`config.mk`:
```
export PLATFORM = sky130hd
export DESIGN_NAME = sobel_linebuf
export DESIGN_NICKNAME = d
export VERILOG_FILES = /design/src/rtl/sobel_linebuf.sv
export SDC_FILE = /design/constraint.sdc
export NUM_CORES = 1
export LEC_CHECK = 0
export BUFFER_PORTS_ARGS = -buffer_cell sky130_fd_sc_hd__buf_4
export CELL_PAD_IN_SITES_DETAIL_PLACEMENT = 0
export CELL_PAD_IN_SITES_GLOBAL_PLACEMENT = 2
export CORE_MARGIN = 3
export CORE_UTILIZATION = 51
export DETAILED_ROUTE_END_ITERATION = 6
export PLACE_DENSITY_LB_ADDON = 0.1
export SKIP_LAST_GASP = 1
export SYNTH_ARGS = -nofsm -noshare
export SYNTH_HDL_FRONTEND = slang
export SYNTH_SLANG_ARGS = --single-unit
```
`constraint.sdc`:
```
create_clock -name clk -period 4.7 [get_ports clk]
set_input_delay 0.94 -clock clk [delete_from_list [all_inputs] [get_ports clk]]
set_output_delay 0.94 -clock clk [all_outputs]
set_load 0.005 [all_outputs]
```
`src/rtl/sobel_linebuf.sv`:
```
// 3x3 Sobel neighbourhood generator built from two line buffers.
// Optional eof output when SOBEL_LINEBUF_EOF_EN is defined.
module sobel_linebuf #(
  parameter int IMG_W = 64,
  parameter int IMG_H = 64
) (
  input  logic       clk,
  input  logic       rst,
  input  logic [7:0] pix_in,
  input  logic       pix_valid,
  input  logic       sof,
  output logic [7:0] p0,
  output logic [7:0] p1,
  output logic [7:0] p2,
  output logic [7:0] p3,
  output logic [7:0] p5,
  output logic [7:0] p6,
  output logic [7:0] p7,
  output logic [7:0] p8,
`ifdef SOBEL_LINEBUF_EOF_EN
  output logic       eof,
`endif
  output logic       win_valid
);

  localparam int CW = (IMG_W > 1) ? $clog2(IMG_W) : 1;
  localparam int RW = (IMG_H > 1) ? $clog2(IMG_H) : 1;

  logic [CW-1:0] col, cur_c, nxt_c;
  logic [RW-1:0] row, cur_r, nxt_r;
  logic [7:0]    lb1 [IMG_W];
  logic [7:0]    lb2 [IMG_W];
  logic [7:0]    up1, up2, ctr;
  logic          last_c, last_r, inwin;

  // Position of the incoming pixel; sof forces it to (0,0).
  always_comb begin
    cur_c  = sof ? '0 : col;
    cur_r  = sof ? '0 : row;
    up1    = lb1[cur_c];
    up2    = lb2[cur_c];
    last_c = (cur_c == CW'(IMG_W - 1));
    last_r = (cur_r == RW'(IMG_H - 1));
    nxt_c  = last_c ? '0 : cur_c + CW'(1);
    nxt_r  = cur_r;
    if (last_c)
      nxt_r = last_r ? '0 : cur_r + RW'(1);
    inwin  = (cur_r >= RW'(2)) && (cur_c >= CW'(2));
  end

  // Line buffers: r-1 line moves to r-2 as the new pixel lands.
  always_ff @(posedge clk) begin
    if (!rst && pix_valid) begin
      lb2[cur_c] <= up1;
      lb1[cur_c] <= pix_in;
    end
  end

  // Counters and the shifting 3x3 window (outputs are the window).
  always_ff @(posedge clk) begin
    if (rst) begin
      col       <= '0;
      row       <= '0;
      p0        <= '0;
      p1        <= '0;
      p2        <= '0;
      p3        <= '0;
      ctr       <= '0;
      p5        <= '0;
      p6        <= '0;
      p7        <= '0;
      p8        <= '0;
      win_valid <= 1'b0;
    end else begin
      win_valid <= 1'b0;
      if (pix_valid) begin
        col       <= nxt_c;
        row       <= nxt_r;
        p0        <= p1;
        p1        <= p2;
        p2        <= up2;
        p3        <= ctr;
        ctr       <= p5;
        p5        <= up1;
        p6        <= p7;
        p7        <= p8;
        p8        <= pix_in;
        win_valid <= inwin;
      end
    end
  end

`ifdef SOBEL_LINEBUF_EOF_EN
  // Flags the window centred on the frame's final pixel.
  always_ff @(posedge clk) begin
    if (rst)
      eof <= 1'b0;
    else
      eof <= pix_valid && inwin && last_c && last_r;
  end
`endif

endmodule

```
After elaboration in Yosys (flattened, before gate mapping)
Memories as Yosys holds them, arrays and structs flattened. A register that Yosys moved wholly into a read port is not among the register bits.
Index checks and enable logic that the tools add are counted.
{ "op_classes": {"add_sub_neg": 2, "n_lt_le_gt_ge": 2, "eq_ne": 2, "n_mux": 7, "bitwise": 1, "reduce_logical": 4} }
{ "ops": {"columns": ["cell", "count"], "rows": [
  ["$mux 6", 5],
  ["$add 6x1->6 const B", 2],
  ["$eq 6x6->1 const B", 2],
  ["$ge 6x2->1 const B", 2],
  ["$logic_and 1x1->1", 2],
  ["$mux 1", 2],
  ["$reduce_or 2->1", 1],
  ["$logic_not 1->1", 1],
  ["$not 1->1", 1]
]} }
{ "totals": {"register_bits": 77, "mem_bits_rw": 1024, "inputBits": 12, "wordCells": 31, "memories": 2} }
{ "memory_table": {"columns": ["name", "depth", "word_bits", "rd", "rd_clocked_by_memory_dff", "wr", "line_no", "text"], "rows": [
  ["lb1", 64, 8, 1, 0, 1, "31", "logic [7:0] lb1 [IMG_W];"],
  ["lb2", 64, 8, 1, 1, 1, "32", "logic [7:0] lb2 [IMG_W];"]
]} }

Depth between registers and ports, before layout
{ "logic_depth": {"depth_word": 4, "depth_mapped": 15, "mapped_depth_nobuf": 8} }

Least setup slack after synthesis
OpenSTA, ideal clock, no wires.
{ "synth_timing": {"path_kind": "input to register", "start": "input sof", "end": "register p5[3]", "arrival_time_ns": 3.395, "required_time_ns": 4.582, "slack_ns": 1.188, "path_stages": 9, "path_cell_list": "buf_2 -> or3b_2 -> buf_2 -> buf_1 -> o22ai_1 -> a211oi_1 -> o22ai_1 -> or4_1 -> o21a_1"} }
{ "synth_via": {"elab_chain_len": 2} }
{ "synth_rtl": {"columns": ["element", "line_no", "text"], "rows": [
  ["start: declaration", "11", "input logic sof,"],
  ["$mux 6", "38", "cur_c = sof ? '0 : col;"],
  ["$mem_v2 64x8", null, null],
  ["via up1[3]", "33", "logic [7:0] up1, up2, ctr;"],
  ["end signal: assignment", "84", "p5 <= up1;"],
  ["end: declaration", "16", "output logic [7:0] p5,"]
]} }
The timed path passes the listed nets, and every way through them passes these cells.
A chain may end at the register's enable or synchronous reset.

Final worst setup path
{ "layout_timing": {"start": "register col[2]", "end": "memory lb2[8][6], data pin"} }
{ "layout_via": {"elab_chain_len": 2} }
{ "layout_rtl": {"columns": ["element", "line_no", "text"], "rows": [
  ["start: declaration", "29", "logic [CW-1:0] col, cur_c, nxt_c;"],
  ["start signal: assignment", "77", "col <= nxt_c;"],
  ["$mux 6", "38", null],
  ["$mem_v2 64x8", null, null],
  ["via up1[6]", "33", null],
  ["end: declaration", "32", null]
]} }
The timed path passes the listed nets, and every way through them passes these cells.

==> impl_metrics.csv <==
group,metric,value,unit
outcome,status,"complete, no violations",
cts,cts_htree_levels,3,
worst_setup_path,cp_cell_sequence,"buf_4, nor2_4, buf_4, a211oi_1, nor3_1, or4_2, buf_4",
sta,worst_pin_slew,1352,ps
synthesis,async_reset_ff_share,0,%
place,dp_hpwl,78590,µm
sta,maxSlewViolCount,0,
cts,clk_latency,690,ps
detailed_routing,ant_nets,0,
worst_setup_path,critical_path.max_fanout,33,
global_routing,grt_pass1_wl,184100,µm
synthesis,syn_inst,2748,
worst_setup_path,critPathCaptureType,"flip-flop",
sta,holdWs,497.2,ps
finish,nNetsFinal,2960,
global_routing,grt_max_degree,107,
synthesis,synth_nets,2762,
worst_setup_path,critical_path_required,5140,ps
worst_setup_path,regToRegEndpoint,"lb2[8][6]",
worst_setup_path,path_depth,7,
min_path,hold_class,"reg -> reg",
worst_setup_path,reg2reg_from,"col[2]",
cts,post_cts_buffers,0,
detailed_routing,wl_per_cell,30.91,µm
worst_setup_path,critPathTopFamily,"simple AND/OR/NAND/NOR gates",
finish,final_common_cell,"edfxtp_1",
sta,rsz0062_at_grt,"false",
synthesis,synth_compound_area_share,10.00,%
detailed_routing,drc,0,
synthesis,syn_area_per_cell,15.96,µm²
worst_setup_path,crit_top_cell,"buf_4",
sta,hold_violations,0,
global_routing,grt_usage,28.41,%
floorplanning,num_rows,106,
global_routing,grt_pass1_vias,25640,
sta,max_freq,247.2,MHz
synthesis,synth_xor_xnor_area_share,0,%
worst_setup_path,cp.arrival,4480,ps
cts,cts.sinks,1109,
worst_setup_path,slowest_delay,900,ps
sta,relSlewSlack,9.648,%
worst_setup_path,start_kind,"flip-flop",
place,numPortBuffers,76,
finish,area_growth,15.59,%
synthesis,synth-adder-area-share,0.05707,%
worst_setup_path,crit_buf_inv,3,
synthesis,synth_seq_area_share,74.01,%
pwr,powerDensity,419.5,nW/µm²
cts,cts.path.max_buffers,3,
floorplanning,die-area,89530,µm²
cts,tritoncts,"yes",
synthesis,synth_cell_types,70,
detailed_routing,via_per_inst,6.326,
detailed_routing,initialDrtViolationCount,3076,
floorplanning,pin_count,77,
floorplanning,die_w,299.2,µm
sta,min_period,4046,ps
pwr,vdd_ir_drop_max,421.9,µV
cts,root_buffer,"clkbuf_16",
worst_setup_path,slowest_stage,"nor3_1",
worst_setup_path,r2r_slack,650,ps
floorplanning,dieHeight,299.2,µm
worst_setup_path,path_class,"reg -> reg",
cts,cts_buffers,112,
place,gp_congestion,0.8855,
synthesis,synth-seq-cells,1109,
worst_setup_path,crit_start,"col[2]",
finish,final_cell_mix,"edfxtp_1, mux2i_1, buf_4",
synthesis,synth_top_family_by_area,"compound AO/OA/AOI/OAI gates",
detailed_routing,vias,26400,
sta,finClkSkew,25.19,ps
sta,period_share,86.08,%
global_routing,antenna_found_initial,4,
synthesis,yosys_warnings,0,
synthesis,synth_area,43850,µm²
sta,setup_viol,0,
floorplanning,start_util,51.98,%
pwr,leakage,0.01688,µW
run,cap_violations,0,
cts,path_clk_slew,60,ps
synthesis,synth-main-ff-cell,"edfxtp_1",
cts,ctsHoldBuffers,0,
sta,timing.setup.tns,0,ps
synthesis,synth_edf_count,1024,
floorplanning,coreArea,84350,µm²
detailed_routing,first_pass_iters,6,
worst_setup_path,reg2reg_depth,7,
synthesis,muxShareOfSynthArea,9.194,%
synthesis,yosys.area_share.simple,4.629,%
cts,cts_resized,0,
global_routing,gr-total-overflow,0,
finish,drive_gt1_share,17.29,%
worst_setup_path,worstSetupEndpoint,"lb2[8][6]",
detailed_routing,wirelength,129000,µm
metal layers:
metal	global-route usage [%]	vias to the layer above	part of all wire, %
li1	-	11350	-
met1	40.90	13570	42
met2	44.29	1245	46
met3	4.773	237	8.1
met4	9.669	0	3.4
met5	0	-	0
worst reg2reg max path: cells and delay by family (launching register included):
| family | cells | cell delay (ps) |
|---|---|---|
| buffers and inverters | 3 | 1100 |
| DFF | 1 | 470 |
| and+or+nand+nor | 3 | 2070 |
| AOI/OAI and AO/OA | 1 | 120 |
flip-flops by register name, summed over array words and instances, names as in the netlist, 6 cells and up:
| register | cells |
|---|---|
| lb1 | 512 |
| lb2 | 512 |
| ctr | 8 |
| p0 | 8 |
| p1 | 8 |
| p2 | 8 |
| p3 | 8 |
| p5 | 8 |
| p6 | 8 |
| p7 | 8 |
| p8 | 8 |
| col | 6 |
| row | 6 |
through the flow:
step	utilization, %	setup slack, ps	cells	power (µW)	area (µm²)
floorplan	-	1188	2748	11770	43850
global placement	55.52	-683.6	3963	12290	46830
detailed placement	55.55	482.7	3966	12310	46860
CTS	60.08	688.5	4171	21380	50670
global route	60.08	620.5	4171	21840	50670
finish	60.09	654.3	4174	21260	50680
how the worst min path moves through the flow:
stage	from	to	slack (ps)	cells past startpoint
finish	ctr[3]	ctr[3]	500	2
floorplan	ctr[0]	ctr[0]	460	2
global placement	ctr[3]	ctr[3]	470	2
global route	p6[2]	p6[2]	520	2
detailed placement	p0[4]	p0[4]	480	2
CTS	p0[4]	p0[4]	500	2
power breakdown:
part / internal, µW / switching (µW)
Combinational: 390 / 776
Sequential: 10900 / 53.3
Clock: 5390 / 3770
Total: 16700 / 4600
cells by family (layout without fill, tap and decap cells):
kind of cell	Yosys count	after routing
AND/OR/NAND/NOR	437	437
other	0	3
buffers and inverters	200	489
AO/OA/AOI/OAI	621	621
flip-flops	1109	1109
adder cells (fa/ha/maj)	2	2
multiplexers	379	379
cell type report:
class                           instances  area [µm²]
Clock buffer                          137        2967
Timing Repair Buffer                  277        2409
Clock inverter                         68       850.8
Multi-Input combinational cell       1439       10540
Fill cell                            6395       33670
Antenna cell                            3       7.507
Sequential cell                      1109       32460
Tap cell                             1134        1419
Inverter                                7       28.78
synthesized netlist by cell type (26+ instances only):
cell type  count  area [µm²]
o22ai_1      102       638.1
nand2b_1      26       162.7
mux2i_1      342        3423
a211oi_1      72       540.5
dfxtp_1       85        1702
o21ai_0       99       495.5
buf_2         65       325.3
a21oi_1       72       360.4
clkbuf_1      90       337.8
a22o_1        88       770.7
nand2_1       98       367.9
a22oi_1       27       202.7
nor2_1       197       739.5
a221oi_1      26       227.7
edfxtp_1    1024       30750
(Power assumes the default switching activity.)
